### src/rtl/fc_sequencer.sv
// rtl/fc_sequencer.sv - load/compute sequencer for a time-multiplexed fully connected layer
// Optional argmax over the neuron results is built when FC_ARGMAX_EN is defined.
module fc_sequencer #(
  parameter int IN_CH      = 9,
  parameter int IN_LEN     = 16,
  parameter int OUTPUT_NUM = 10,
  parameter int RD_LAT     = 1,
  parameter int ACC_W      = 20,
  localparam int INPUT_NUM = IN_CH * IN_LEN,
  localparam int COL_W     = $clog2(IN_LEN),
  localparam int J_W       = $clog2(INPUT_NUM),
  localparam int WA_W      = $clog2(INPUT_NUM * OUTPUT_NUM),
  localparam int N_W       = $clog2(OUTPUT_NUM)
) (
  input  logic             clk,
  input  logic             rst,
  input  logic             valid_in,
  output logic             in_ready,
  output logic             wr_en,
  output logic [COL_W-1:0] wr_col,
  output logic [J_W-1:0]   rd_addr,
  output logic [WA_W-1:0]  w_addr,
  output logic             mac_clr,
  output logic             mac_en,
  output logic             bias_add,
  output logic [N_W-1:0]   out_idx,
  output logic             out_valid,
  output logic             frame_done,
  output logic             busy,
  output logic             drop_err,
  input  logic [ACC_W-1:0] acc_in,
  output logic [N_W-1:0]   class_id,
  output logic             class_valid
);

  typedef enum logic [2:0] {
    LOAD  = 3'd0,
    CLR   = 3'd1,
    MAC   = 3'd2,
    DRAIN = 3'd3,
    BIAS  = 3'd4,
    EMIT  = 3'd5
  } state_t;

  localparam int D_W = 3;
  localparam logic [COL_W-1:0] COL_LAST = COL_W'(IN_LEN - 1);
  localparam logic [J_W-1:0]   J_LAST   = J_W'(INPUT_NUM - 1);
  localparam logic [N_W-1:0]   N_LAST   = N_W'(OUTPUT_NUM - 1);
  localparam logic [D_W-1:0]   D_LAST   = D_W'(RD_LAT - 1);

  state_t            state_q, state_d;
  logic [COL_W-1:0]  col_q, col_d;
  logic [J_W-1:0]    j_q, j_d;
  logic [N_W-1:0]    n_q, n_d;
  logic [WA_W-1:0]   wbase_q, wbase_d;
  logic [D_W-1:0]    dcnt_q, dcnt_d;
  logic              drop_q;
  logic [RD_LAT-1:0] iss_q, iss_d;
  logic              issue;

  assign in_ready   = (state_q == LOAD);
  assign wr_en      = valid_in && in_ready;
  assign wr_col     = col_q;
  assign rd_addr    = j_q;
  assign w_addr     = wbase_q + WA_W'(j_q);
  assign mac_clr    = (state_q == CLR);
  assign bias_add   = (state_q == BIAS);
  assign out_valid  = (state_q == EMIT);
  assign frame_done = out_valid && (n_q == N_LAST);
  assign out_idx    = n_q;
  assign busy       = (state_q != LOAD);
  assign drop_err   = drop_q;

  // Issue flag rides a RD_LAT-deep shift so mac_en lines up with returned read data.
  assign issue  = (state_q == MAC);
  assign mac_en = iss_q[RD_LAT-1];

  generate
    if (RD_LAT == 1) begin : g_lat1
      assign iss_d = issue;
    end else begin : g_latn
      assign iss_d = {iss_q[RD_LAT-2:0], issue};
    end
  endgenerate

  always_comb begin
    state_d = state_q;
    col_d   = col_q;
    j_d     = j_q;
    n_d     = n_q;
    wbase_d = wbase_q;
    dcnt_d  = dcnt_q;
    case (state_q)
      LOAD: begin
        if (wr_en) begin
          if (col_q == COL_LAST) begin
            col_d   = '0;
            state_d = CLR;
          end else begin
            col_d = col_q + COL_W'(1);
          end
        end
      end
      CLR: begin
        j_d     = '0;
        state_d = MAC;
      end
      MAC: begin
        if (j_q == J_LAST) begin
          dcnt_d  = '0;
          state_d = DRAIN;
        end else begin
          j_d = j_q + J_W'(1);
        end
      end
      DRAIN: begin
        if (dcnt_q == D_LAST) begin
          state_d = BIAS;
        end else begin
          dcnt_d = dcnt_q + D_W'(1);
        end
      end
      BIAS: state_d = EMIT;
      EMIT: begin
        if (n_q == N_LAST) begin
          n_d     = '0;
          wbase_d = '0;
          state_d = LOAD;
        end else begin
          n_d     = n_q + N_W'(1);
          wbase_d = wbase_q + WA_W'(INPUT_NUM);
          state_d = CLR;
        end
      end
      default: state_d = LOAD;
    endcase
  end

  always_ff @(posedge clk or posedge rst) begin
    if (rst) begin
      state_q <= LOAD;
      col_q   <= '0;
      j_q     <= '0;
      n_q     <= '0;
      wbase_q <= '0;
      dcnt_q  <= '0;
      drop_q  <= 1'b0;
      iss_q   <= '0;
    end else begin
      state_q <= state_d;
      col_q   <= col_d;
      j_q     <= j_d;
      n_q     <= n_d;
      wbase_q <= wbase_d;
      dcnt_q  <= dcnt_d;
      drop_q  <= drop_q | (valid_in & ~in_ready);
      iss_q   <= iss_d;
    end
  end

`ifdef FC_ARGMAX_EN
  logic signed [ACC_W-1:0] max_q;
  logic [N_W-1:0]          cid_q;
  logic                    cv_q;

  // Strict compare keeps the lowest index on ties; neuron 0 always seeds the max.
  always_ff @(posedge clk or posedge rst) begin
    if (rst) begin
      max_q <= '0;
      cid_q <= '0;
      cv_q  <= 1'b0;
    end else begin
      cv_q <= frame_done;
      if (wr_en && (col_q == '0)) begin
        max_q <= '0;
      end else if (out_valid && ((n_q == '0) || ($signed(acc_in) > max_q))) begin
        max_q <= $signed(acc_in);
        cid_q <= n_q;
      end
    end
  end

  assign class_id    = cid_q;
  assign class_valid = cv_q;
`else
  logic unused_acc;
  assign unused_acc  = ^acc_in;
  assign class_id    = '0;
  assign class_valid = 1'b0;
`endif

endmodule

### config.mk
export PLATFORM = sky130hd
export DESIGN_NAME = fc_sequencer
export DESIGN_NICKNAME = d
export VERILOG_FILES = /design/src/rtl/fc_sequencer.sv
export SDC_FILE = /design/constraint.sdc
export NUM_CORES = 1
export LEC_CHECK = 0
export CAP_MARGIN = 30
export CORE_MARGIN = 2
export CORE_UTILIZATION = 32
export CTS_CLUSTER_DIAMETER = 50
export CTS_CLUSTER_SIZE = 28
export DETAILED_ROUTE_END_ITERATION = 16
export SETUP_SLACK_MARGIN = 0.5
export SYNTH_ARGS = -nofsm -noshare
export SYNTH_HDL_FRONTEND = slang
export SYNTH_SLANG_ARGS = --single-unit
### constraint.sdc
create_clock -name clk -period 1.55 [get_ports clk]
set_input_delay 0.31 -clock clk [delete_from_list [all_inputs] [get_ports clk]]
set_output_delay 0.31 -clock clk [all_outputs]
set_load 0.005 [all_outputs]
* Word-level counts from Yosys, hierarchy flattened
Cells that the tools add are included.
Cells by class: mux-type cells 14, reduce and logical (&&, ||, !) cells 11, bitwise operators 3, divide/modulo/power cells 0, add/subtract/negate cells 6, equal/unequal tests 14, order comparisons 0, shift-type cells 0, multiply operators 0
Operators by type and width (count):
- $mux W3 | 6
- $pmux W3 S6 | 1
- $pmux W8 S2 | 1
- $add A11 B8 Y11 | 1
- $add A11 B8 Y11 const B | 1
- $mux W11 | 1
- $add A4 B1 Y4 const B | 2
- $add A8 B1 Y8 const B | 1
- $eq A4 B4 Y1 const B | 2
- $eq A8 B8 Y1 const B | 1
- $mux W4 | 2
- $mux W8 | 1
- $eq A3 B2 Y1 const B | 2
- $eq A3 B3 Y1 const B | 2
- $logic_not A3 Y1 | 2
- $ne A2 B1 Y1 const B | 3
- $ne A2 B2 Y1 const B | 3
- $pmux W3 S2 | 1
- $reduce_and A2 Y1 | 2
- $reduce_and A4 Y1 | 1
- $reduce_bool A2 Y1 | 2
- $add A3 B1 Y3 const B | 1
- $eq A3 B1 Y1 const B | 1
- $reduce_and A3 Y1 | 1
- other kinds (6) | 7
Storage, ports and cells: word-level logic and storage cells 56, memories 0, bits in writable memories 0, flip-flop bits (word level) 35, memory bits (read-only) 0, latch bits 0

* Depth between registers and ports, before layout
depth after elaboration 4, gate-level depth with buffers 7, mapped depth without buffers 6

* Worst setup path before layout
No wires, ideal clock.
path type register to output, start register j_q[5] (netlist: rd_addr[5]), end output port w_addr[9], required time 1.240 ns, cell stages (with the launch flop) 6, data arrival time 1.397 ns, buffers on the path 0, slack -0.157 ns, cell sequence dfrtp_1 > ha_1 > a21oi_1 > o21ai_0 > o211a_1 > xor2_1
On the way: word-level cells in the longest chain between the ends 1
RTL lines:
- start: declaration | line 53 | logic [J_W-1:0] j_q, j_d;
- start signal: assignment | line 152 | j_q <= j_d;
- $add A11 B8 Y11 | line 65 | assign w_addr = wbase_q + WA_W'(j_q);
- end: declaration | line 22 | output logic [WA_W-1:0] w_addr,
No other way between the ends.

* Worst setup path in the final report
Ends and elaborated chain as after synthesis.

==> out/metrics.cfg <==
[timing]
setup_slack_ps=-447.3
skew_ps=8.190
period_share_pct=128.9
finalSetupViolations=32
drv_slew=0
finalHoldViolCount=0
hold-worst-slack_ps=350.1
rsz0062_at_grt=true
fmax_ghz=0.5007
fin_crit_ps=1997

[drt]
wl_met2_mm=2.732
drc=0
postRouteAntennaNets=0
vias_per_cell=4.911
highest_layer=met4
num_vias=1935
wl_per_cell_um=13.58
met1_length_mm=2.297
drtPass1Iterations=4
route.met3.wl_um=240
drt_iter0_markers=66
wl_mm=5.351

[cells_and_area]
final_cell_mix=buf_6 (67), buf_4 (45), dfrtp_1 (25)
diodes=0
fin_nets=353
area_growth_pct=91.39
final_area_mm2=0.003506
final_layout_size_suffix_gt1_share_pct=63.66
final_common_cell=buf_6

[clock_network]
clock_latency_ps=290
cts_buffer_depth=2
path_clk_slew_ps=70
cts_sinks=31
cts_buffers=5
cts_tree=built
h-tree-depth=2
cts-root-buf=clkbuf_8

[placement]
place_area_mm2=0.002644
gp_congestion=0.6884
dp_hpwl_mm=3.127
io_buffers=38

[global_routing]
overflow=0
grt_max_degree=32
grt_pass1_vias=1791
grt_pass1_wl_mm=8.204
grt_usage_pct=16.57
antenna_found_initial=0

[die]
die_x_um=79.66
rows=27
core_mm2=0.005507
die_h_um=79.66
initial_core_util_pct=33.27
die_area_mm2=0.006346
ioPinCount=64

[critical_path]
regToRegStartpoint=rd_addr[4]$_DFFE_PP0P_
worst_ep_arrival_time_ps=1690
cp_max_fo=3
endpoint_kind=output port
regToRegEndpoint=dcnt_q[2]$_DFFE_PP0P_
reg2regPathDepth=6
ff2ff_setup_slack_ps=-270
crit_type=reg -> out
cp-start-kind=flop
endpoint=w_addr[9]
crit_path_start=rd_addr[5]$_DFFE_PP0P_
required_ps=1240

[logic_synthesis]
synthFlopType=dfrtp_1
syn-cell-area_mm2=0.001832
yosys.area.top_type=dfrtp_1
ys_ff_latch=31
synth_area_leaders=dfrtp_1 (42%), ha_1 (6.1%), o21ai_0 (5.2%)
syn_area_per_cell_um2=9.743
ys_seq_area_share_pct=42.35
synth-warning-count=0
synthDominantCellAreaShare_pct=42.35
synthArstFlopShare_pct=100.0
synth.distinct_cells=49
postSynthCellCount=188
synth_edf_count=0

[pwr]
p_leak_nw=1.743
peakVddDrop_mv=0.9753
p_per_area_mw_per_mm2=1664

[hold_path]
hp-class=in -> async

[flow_run]
drv_cap=0

[status]
failed_checks=negative setup slack
status=complete, but fails checks

sequential cells by signal, indices dropped and copies added (netlist names):
signal,count
mac_en,1
drop_err,1
out_idx,4
wbase_q,7
state_q,3
rd_addr,8
wr_col,4
dcnt_q,3
cell usage after synthesis (all sizes together), types with 3 or more instances:
cell and n:
xnor2 6, o31ai 3, nand3 8, buf 10, clkbuf 5, ha 9, a21oi 8, o21ai 21
xor2 6, dfrtp 31, a21o 4, nand2 14, nand4 5, nand2b 3, inv 9, nor2 9
nor2b 3
metrics by stage:
step                      utilization [%]  setup WS [ps]  total power, mW  cells  setup TNS, ps
after CTS                           57.99         -430.8            5.266    378          -5601
after floorplan                         -         -26.01            2.475    192         -81.84
final                               63.67         -447.3            5.834    394          -6528
after global routing                63.67         -517.8            6.177    394          -8662
after global placement              48.01         -478.5            3.662    330          -4662
after detailed placement            48.01         -492.0            3.696    330          -4731
cells by family (layout without fill, tap and decap cells):
| group | after synthesis | in the layout | share of synthesized area, % |
|---|---|---|---|
| and+or+nand+nor | 57 | 57 | 18.44 |
| AOI/OAI and AO/OA | 49 | 49 | 17.83 |
| DFF | 31 | 31 | 42.35 |
| buffers and inverters | 25 | 155 | 6.967 |
| xor gates and xnor gates | 12 | 12 | 5.738 |
| adders and majority gates | 9 | 9 | 6.148 |
| muxes | 4 | 4 | 2.322 |
| other | 1 | 5 | 0.2047 |
what timing repair did:
item                                    in CTS  in global routing
resized for setup                          218                 40
pin swaps                                   34                 25
buffers inserted                            40                 16
hold buffers                                 0                  0
hold endpoints to repair                     0                  0
endpoints found under the setup margin      67                 67
how the worst min path moves through the flow:
stage                                         to  slack (ps)               start  cells past startpoint
final                     out_idx[2]$_DFFE_PP0P_         350                 rst                      3
after global routing      wbase_q[8]$_DFFE_PP0P_         360                 rst                      3
after CTS                 out_idx[2]$_DFFE_PP0P_         370                 rst                      3
after detailed placement      drop_err$_DFF_PP0_         450  drop_err$_DFF_PP0_                      1
after global placement        drop_err$_DFF_PP0_         440  drop_err$_DFF_PP0_                      1
after floorplan            dcnt_q[0]$_DFFE_PP0P_         410                 rst                      1
critical path: stages, from the launching register on:
cell	delay, ps
dfrtp_2	420
ha_4	290
a21oi_4	60
o21ai_2	150
o211a_1	210
xor2_1	150
buf_2	130
routing by layer:
layer  track usage [%]  vias to the layer above
li1                  -                      926
met1             20.41                      955
met2             28.24                       44
met3             4.525                       10
met4             4.828                        0
met5                 0                        -
power breakdown:
group	switching, mW	internal [mW]
registers	0.192	1.05
clock network	0.309	0.405
logic	1.58	2.30
area by class of cell:
| class | count | area [um^2] |
|---|---|---|
| Multi-Input combinational cell | 136 | 1216 |
| Timing Repair Buffer | 137 | 1271 |
| Fill cell | 400 | 2001 |
| Tap cell | 72 | 90.09 |
| Inverter | 10 | 45.04 |
| Clock buffer | 8 | 100.1 |
| Sequential cell | 31 | 783.3 |
Note: power is estimated with default switching activity, not from simulation.
